$ cat src/rtl/shifter_pkg.sv
// Shared constants for the multi-cycle shift unit: shift-mode codes and
// FSM state encodings used by the top level and the per-step shifter.
package shifter_pkg;

    // Shift-mode codes carried on in_mode
    localparam logic [1:0] SH_SLL = 2'b00;
    localparam logic [1:0] SH_SRL = 2'b01;
    localparam logic [1:0] SH_SRA = 2'b10;
    localparam logic [1:0] SH_ROL = 2'b11;

    // Control FSM states
    typedef enum logic [1:0] {
        ST_IDLE = 2'b00,
        ST_BUSY = 2'b01,
        ST_DONE = 2'b10
    } state_e;

endpackage

$ cat src/rtl/shift_step.sv
// One iteration of the multi-cycle shifter: shifts data_in by k (0..STEP)
// positions in the selected mode and reports whether any 1 bit left the top
// of the word during an SLL. Purely combinational.
module shift_step
    import shifter_pkg::*;
#(
    parameter int WIDTH = 32,
    parameter int STEP  = 4,
    parameter int K_W   = $clog2(STEP + 1)
) (
    input  logic [WIDTH-1:0] data_in,
    input  logic [1:0]       mode,
    input  logic [K_W-1:0]   k,
    output logic [WIDTH-1:0] data_out,
    output logic             lost_out
);

    // One candidate per possible step size; k selects among them. Every
    // shift amount is a constant, so each candidate is plain wiring.
    logic [WIDTH-1:0] cand [0:STEP];
    logic             lost [0:STEP];

    genvar gi;
    generate
        for (gi = 0; gi <= STEP; gi++) begin : g_amt
            logic [WIDTH-1:0] sll_w;
            logic [WIDTH-1:0] srl_w;
            logic [WIDTH-1:0] sra_w;
            logic [WIDTH-1:0] rol_w;

            assign sll_w = data_in << gi;
            assign srl_w = data_in >> gi;
            assign sra_w = $unsigned($signed(data_in) >>> gi);
            // Right shift by WIDTH-gi yields zero for gi==0, so no special case.
            assign rol_w = (data_in << gi) | (data_in >> (WIDTH - gi));

            // Pick the candidate for this step size according to the mode
            always_comb begin
                cand[gi] = sll_w;
                case (mode)
                    SH_SLL:  cand[gi] = sll_w;
                    SH_SRL:  cand[gi] = srl_w;
                    SH_SRA:  cand[gi] = sra_w;
                    default: cand[gi] = rol_w;
                endcase
            end

            // The top gi bits are the ones that fall off during a left shift
            assign lost[gi] = (mode == SH_SLL) && (|(data_in >> (WIDTH - gi)));
        end
    endgenerate

    // Select by step size; an out-of-range k leaves the data untouched
    always_comb begin
        data_out = data_in;
        lost_out = 1'b0;
        if (32'(k) <= STEP) begin
            data_out = cand[k];
            lost_out = lost[k];
        end
    end

endmodule

$ cat src/rtl/shift_unit_mc.sv
// Multi-cycle SLL/SRL/SRA/ROL unit. A command is captured in IDLE, shifted by
// at most STEP positions per cycle in BUSY, and held in DONE until the
// consumer takes it. One operation in flight at a time; flush aborts it.
module shift_unit_mc
    import shifter_pkg::*;
#(
    parameter int WIDTH   = 32,
    parameter int SHAMT_W = $clog2(WIDTH),
    parameter int STEP    = 4
) (
    input  logic               clk,
    input  logic               rst_n,
    input  logic               flush,
    input  logic               in_valid,
    output logic               in_ready,
    input  logic [WIDTH-1:0]   in_data,
    input  logic [SHAMT_W-1:0] in_shamt,
    input  logic [1:0]         in_mode,
    output logic               out_valid,
    input  logic               out_ready,
    output logic [WIDTH-1:0]   out_data,
    output logic               out_ovf
);

    localparam int K_W = $clog2(STEP + 1);
    localparam logic [SHAMT_W-1:0] SHAMT_MAX = SHAMT_W'(WIDTH - 1);

    state_e             state_q, state_d;
    logic [WIDTH-1:0]   data_q, data_d;
    logic [SHAMT_W-1:0] rem_q, rem_d;
    logic [1:0]         mode_q, mode_d;
    logic               ovf_q, ovf_d;
    logic               out_valid_q, out_valid_d;

    logic [SHAMT_W-1:0] shamt_sat;
    logic [K_W-1:0]     step_k;
    logic               last_step;
    logic [WIDTH-1:0]   step_data;
    logic               step_lost;
    logic               accept;

    // Illegal amounts only exist when WIDTH is not a power of two; clamp them
    // so the FSM always terminates, and flag them in simulation.
    generate
        if ((1 << SHAMT_W) == WIDTH) begin : g_no_sat
            assign shamt_sat = in_shamt;
        end else begin : g_sat
            assign shamt_sat = (in_shamt > SHAMT_MAX) ? SHAMT_MAX : in_shamt;

            a_shamt_legal: assert property (@(posedge clk) disable iff (!rst_n)
                (in_valid && in_ready) |-> (in_shamt <= SHAMT_MAX));
        end
    endgenerate

    // Ready only in IDLE, never during reset, and never while flushing
    assign in_ready = rst_n && (state_q == ST_IDLE) && !flush;
    assign accept   = in_valid && in_ready;

    // Step size for this cycle: k = min(remaining, STEP)
    always_comb begin
        if (32'(rem_q) >= STEP) begin
            step_k = K_W'(STEP);
        end else begin
            step_k = K_W'(rem_q);
        end
        last_step = (32'(rem_q) == 32'(step_k));
    end

    shift_step #(
        .WIDTH (WIDTH),
        .STEP  (STEP),
        .K_W   (K_W)
    ) u_step (
        .data_in  (data_q),
        .mode     (mode_q),
        .k        (step_k),
        .data_out (step_data),
        .lost_out (step_lost)
    );

    // Next-state logic: capture, iterate, hold result, flush abort
    always_comb begin
        state_d     = state_q;
        data_d      = data_q;
        rem_d       = rem_q;
        mode_d      = mode_q;
        ovf_d       = ovf_q;
        out_valid_d = out_valid_q;

        if (flush) begin
            state_d     = ST_IDLE;
            rem_d       = '0;
            out_valid_d = 1'b0;
        end else begin
            unique case (state_q)
                ST_IDLE: begin
                    if (accept) begin
                        data_d = in_data;
                        mode_d = in_mode;
                        rem_d  = shamt_sat;
                        ovf_d  = 1'b0;
                        if (shamt_sat == '0) begin
                            state_d     = ST_DONE;
                            out_valid_d = 1'b1;
                        end else begin
                            state_d = ST_BUSY;
                        end
                    end
                end
                ST_BUSY: begin
                    data_d = step_data;
                    ovf_d  = ovf_q | step_lost;
                    rem_d  = rem_q - SHAMT_W'(step_k);
                    if (last_step) begin
                        state_d     = ST_DONE;
                        out_valid_d = 1'b1;
                    end
                end
                ST_DONE: begin
                    // The result is held untouched until the consumer takes it
                    if (out_ready) begin
                        state_d     = ST_IDLE;
                        out_valid_d = 1'b0;
                    end
                end
                default: begin
                    state_d     = ST_IDLE;
                    out_valid_d = 1'b0;
                end
            endcase
        end
    end

    // State and datapath registers with asynchronous reset
    always_ff @(posedge clk or negedge rst_n) begin
        if (!rst_n) begin
            state_q     <= ST_IDLE;
            data_q      <= '0;
            rem_q       <= '0;
            mode_q      <= SH_SLL;
            ovf_q       <= 1'b0;
            out_valid_q <= 1'b0;
        end else begin
            state_q     <= state_d;
            data_q      <= data_d;
            rem_q       <= rem_d;
            mode_q      <= mode_d;
            ovf_q       <= ovf_d;
            out_valid_q <= out_valid_d;
        end
    end

    assign out_valid = out_valid_q;
    assign out_data  = data_q;
    assign out_ovf   = ovf_q;

endmodule

$ cat config.mk
export PLATFORM = sky130hd
export DESIGN_NAME = shift_unit_mc
export DESIGN_NICKNAME = d
export VERILOG_FILES = /design/src/rtl/shifter_pkg.sv /design/src/rtl/shift_step.sv /design/src/rtl/shift_unit_mc.sv
export SDC_FILE = /design/constraint.sdc
export NUM_CORES = 1
export LEC_CHECK = 0
export CORE_ASPECT_RATIO = 0.7
export CORE_MARGIN = 5
export CORE_UTILIZATION = 50
export CTS_CLUSTER_DIAMETER = 200
export CTS_CLUSTER_SIZE = 24
export DETAILED_ROUTE_END_ITERATION = 10
export PLACE_DENSITY_LB_ADDON = 0.1
export SETUP_SLACK_MARGIN = 0.15
export SLEW_MARGIN = 20
export SYNTH_ARGS = -nofsm -noshare
export SYNTH_HDL_FRONTEND = slang
export SYNTH_SLANG_ARGS = --single-unit
$ cat constraint.sdc
create_clock -name clk -period 3.1 [get_ports clk]
set_input_delay 0.62 -clock clk [delete_from_list [all_inputs] [get_ports clk]]
set_output_delay 0.62 -clock clk [all_outputs]
set_load 0.05 [all_outputs]
==> metrics.cfg <==
[synthesis]
synth_top_area_share_pct = 27.2
syn_avg_cell_area_um2 = 7.28
yosys.area.top_type = dfrtp_1
synth.area.top_cells = dfrtp_1, nand2_1, a21oi_1
synthesis.area_um2 = 3950
syn_nets = 588
synth_cell_types = 59
ys_ff_latch = 43
ys_seq_area_share_pct = 27.2
synth_cells = 543
synth-edff-count = 0
async_flop_share_pct = 100
yosys_warnings = 0
ys.flop_type = dfrtp_1

[setup_path]
crit_type = register to register
end_kind = register
cp_max_fo = 18
required_ps = 3320
critPathLaunch = rem_q[2]
cp.arrival_ps = 2840
r2r_start = rem_q[2]
startpoint_type = register

[power_and_ir_drop]
p_per_area_nw_per_um2 = 629
ir_worst_vdd_v = 0.000381
power_mw = 3.08
power.leakage_nw = 1.88

[grt]
antenna_found_initial = 0
grt_pass1_wl_mm = 24.6
grt_max_degree = 41
grt_pass1_vias = 4566
grt_usage_pct = 31.2
grt_overflow = 0

[sta]
min_period_ps = 2620
slew_headroom_pct = 45.6
finalSetupViolCount = 0
hold_viol = 0
slew_violations = 0
rsz0062_at_grt = false
setup_tns_ps = 0
fin_skew_ps = 6.29
worst_slack_ps = 479
fin_crit_sh_pct = 84.5
max_freq_ghz = 0.382
worstMarginPinSlew_ps = 816

[clock_tree]
root_buffer = clkbuf_16
clkTransAtPathRegs_ps = 60
insertion_delay_ps = 300
cts_sinks = 43
cts-resized-gates = 0
clock_path_buffers = 2
hold_buffers = 0
cts_tree = yes
cts_made_buffers = 5
post_cts_buffers = 0
cts_htree_levels = 2

[placed_design]
place_congestion = 1.00
hpwl_mm = 10.5
place_ws_ps = 452
place_inst = 686
io_buffers = 78

[final_layout]
multi_input_area_um2 = 2590
final_common_cell = nand2_1
fill_cells = 738
instances_no_fill = 694
drive_above_1_share_pct = 7.42
diodes = 0
register_area_um2 = 1080
nNetsFinal = 637
fin_util_pct = 63.0
final_cell_mix = nand2_1, clkdlybuf4s50_1, a21oi_1
area_delta_synth_final_pct = 23.9

[floorplan]
die_w_um = 116
fp-row-count = 27
core_um2 = 7770
die_h_um = 84.4
dieArea_um2 = 9810
ioPinCount = 79
initial_core_util_pct = 50.9

[drt]
met2_length_mm = 6.39
first_pass_iters = 6
drcViolationCount = 0
via_per_inst = 6.83
vias = 4743
met1_length_mm = 6.58
dr_wl_met3_mm = 1.95
top_layer = met4
wl_per_cell_um = 22.0
ant_nets = 0
dr.first_iter.drc_count = 633
drt-total-wl_mm = 15.3

[flow_run]
maxCapViolations = 0

[outcome]
status = completed

[hold_path]
hold_path_class = input port to asynchronous set/reset pin

-- sequential cells by signal (all words and copies together) (netlist names) --
name       flops
out_data      32
rem_q          5
mode_q         2
state_q        2
out_ovf        1
out_valid      1
-- power breakdown --
part	total, mW	leakage (nW)	internal (mW)	switching, mW
Clock	0.586	0.0772	0.344	0.242
Sequential	0.910	0.541	0.658	0.252
Combinational	1.58	1.26	0.551	1.03
-- routing by layer --
layer,vias up,global-route usage (%)
li1,2139,-
met1,2182,47.1
met2,376,44.3
met3,46,6.20
met4,0,9.59
met5,-,0
-- worst max-delay path, cell delays in order, from the launching register on --
cell and delay (ps):
dfrtp_1 550, or3_1 710, nand2_1 140, ha_1 260, o21a_1 200, a2111oi_0 460
a21oi_1 90, o2bb2ai_1 140
-- path summary, 6_finish.rpt --
kind | to | slack [ps] | cells past startpoint
worst min register to register | out_ovf | 520 | 2
worst max register to register | rem_q[2] | 480 | 7
max in group asynchronous | out_data[6] | 2120 | 2
worst max-delay path | rem_q[2] | 480 | 7
min in group clk | out_ovf | 520 | 2
worst min-delay path | state_q[1] | 190 | 1
-- area by class of cell --
| type | instances | share of cell area [%] |
|---|---|---|
| repair buffers | 98 | 19.1 |
| flip-flops and latches | 43 | 22.0 |
| inverters | 2 | 0.153 |
| well taps | 101 | 2.58 |
| multi-input cells | 442 | 53.0 |
| clock buffers | 8 | 3.19 |
-- cells in the mapped netlist, types with 6 or more instances --
master    number
o22ai_1       14
a22oi_1       23
buf_2         24
nand3_1       36
a211oi_1       6
o21ai_0       40
dfrtp_1       43
a31oi_1       11
a21boi_0      17
nor3_1         8
a221oi_1       8
o31ai_1        9
nand2_1       94
clkbuf_1      24
o221ai_1       8
nor2_1        39
a21oi_1       48
-- metrics by stage --
stage | instance area, µm² | hold slack [ps]
floorplan | 3950 | 324
global placement | 4740 | 487
detailed placement | 4740 | 491
CTS | 4900 | 183
global route | 4900 | 189
finish | 4900 | 188
-- kinds of logic after synthesis --
family	share of synthesized area [%]
xor+xnor	0.918
compound gates	37.7
mux	2.44
simple gates	24.0
buf+inv	7.31
other cells	0.0949
flops	27.2
fa+ha+maj	0.317
(Power assumes the default switching activity.)
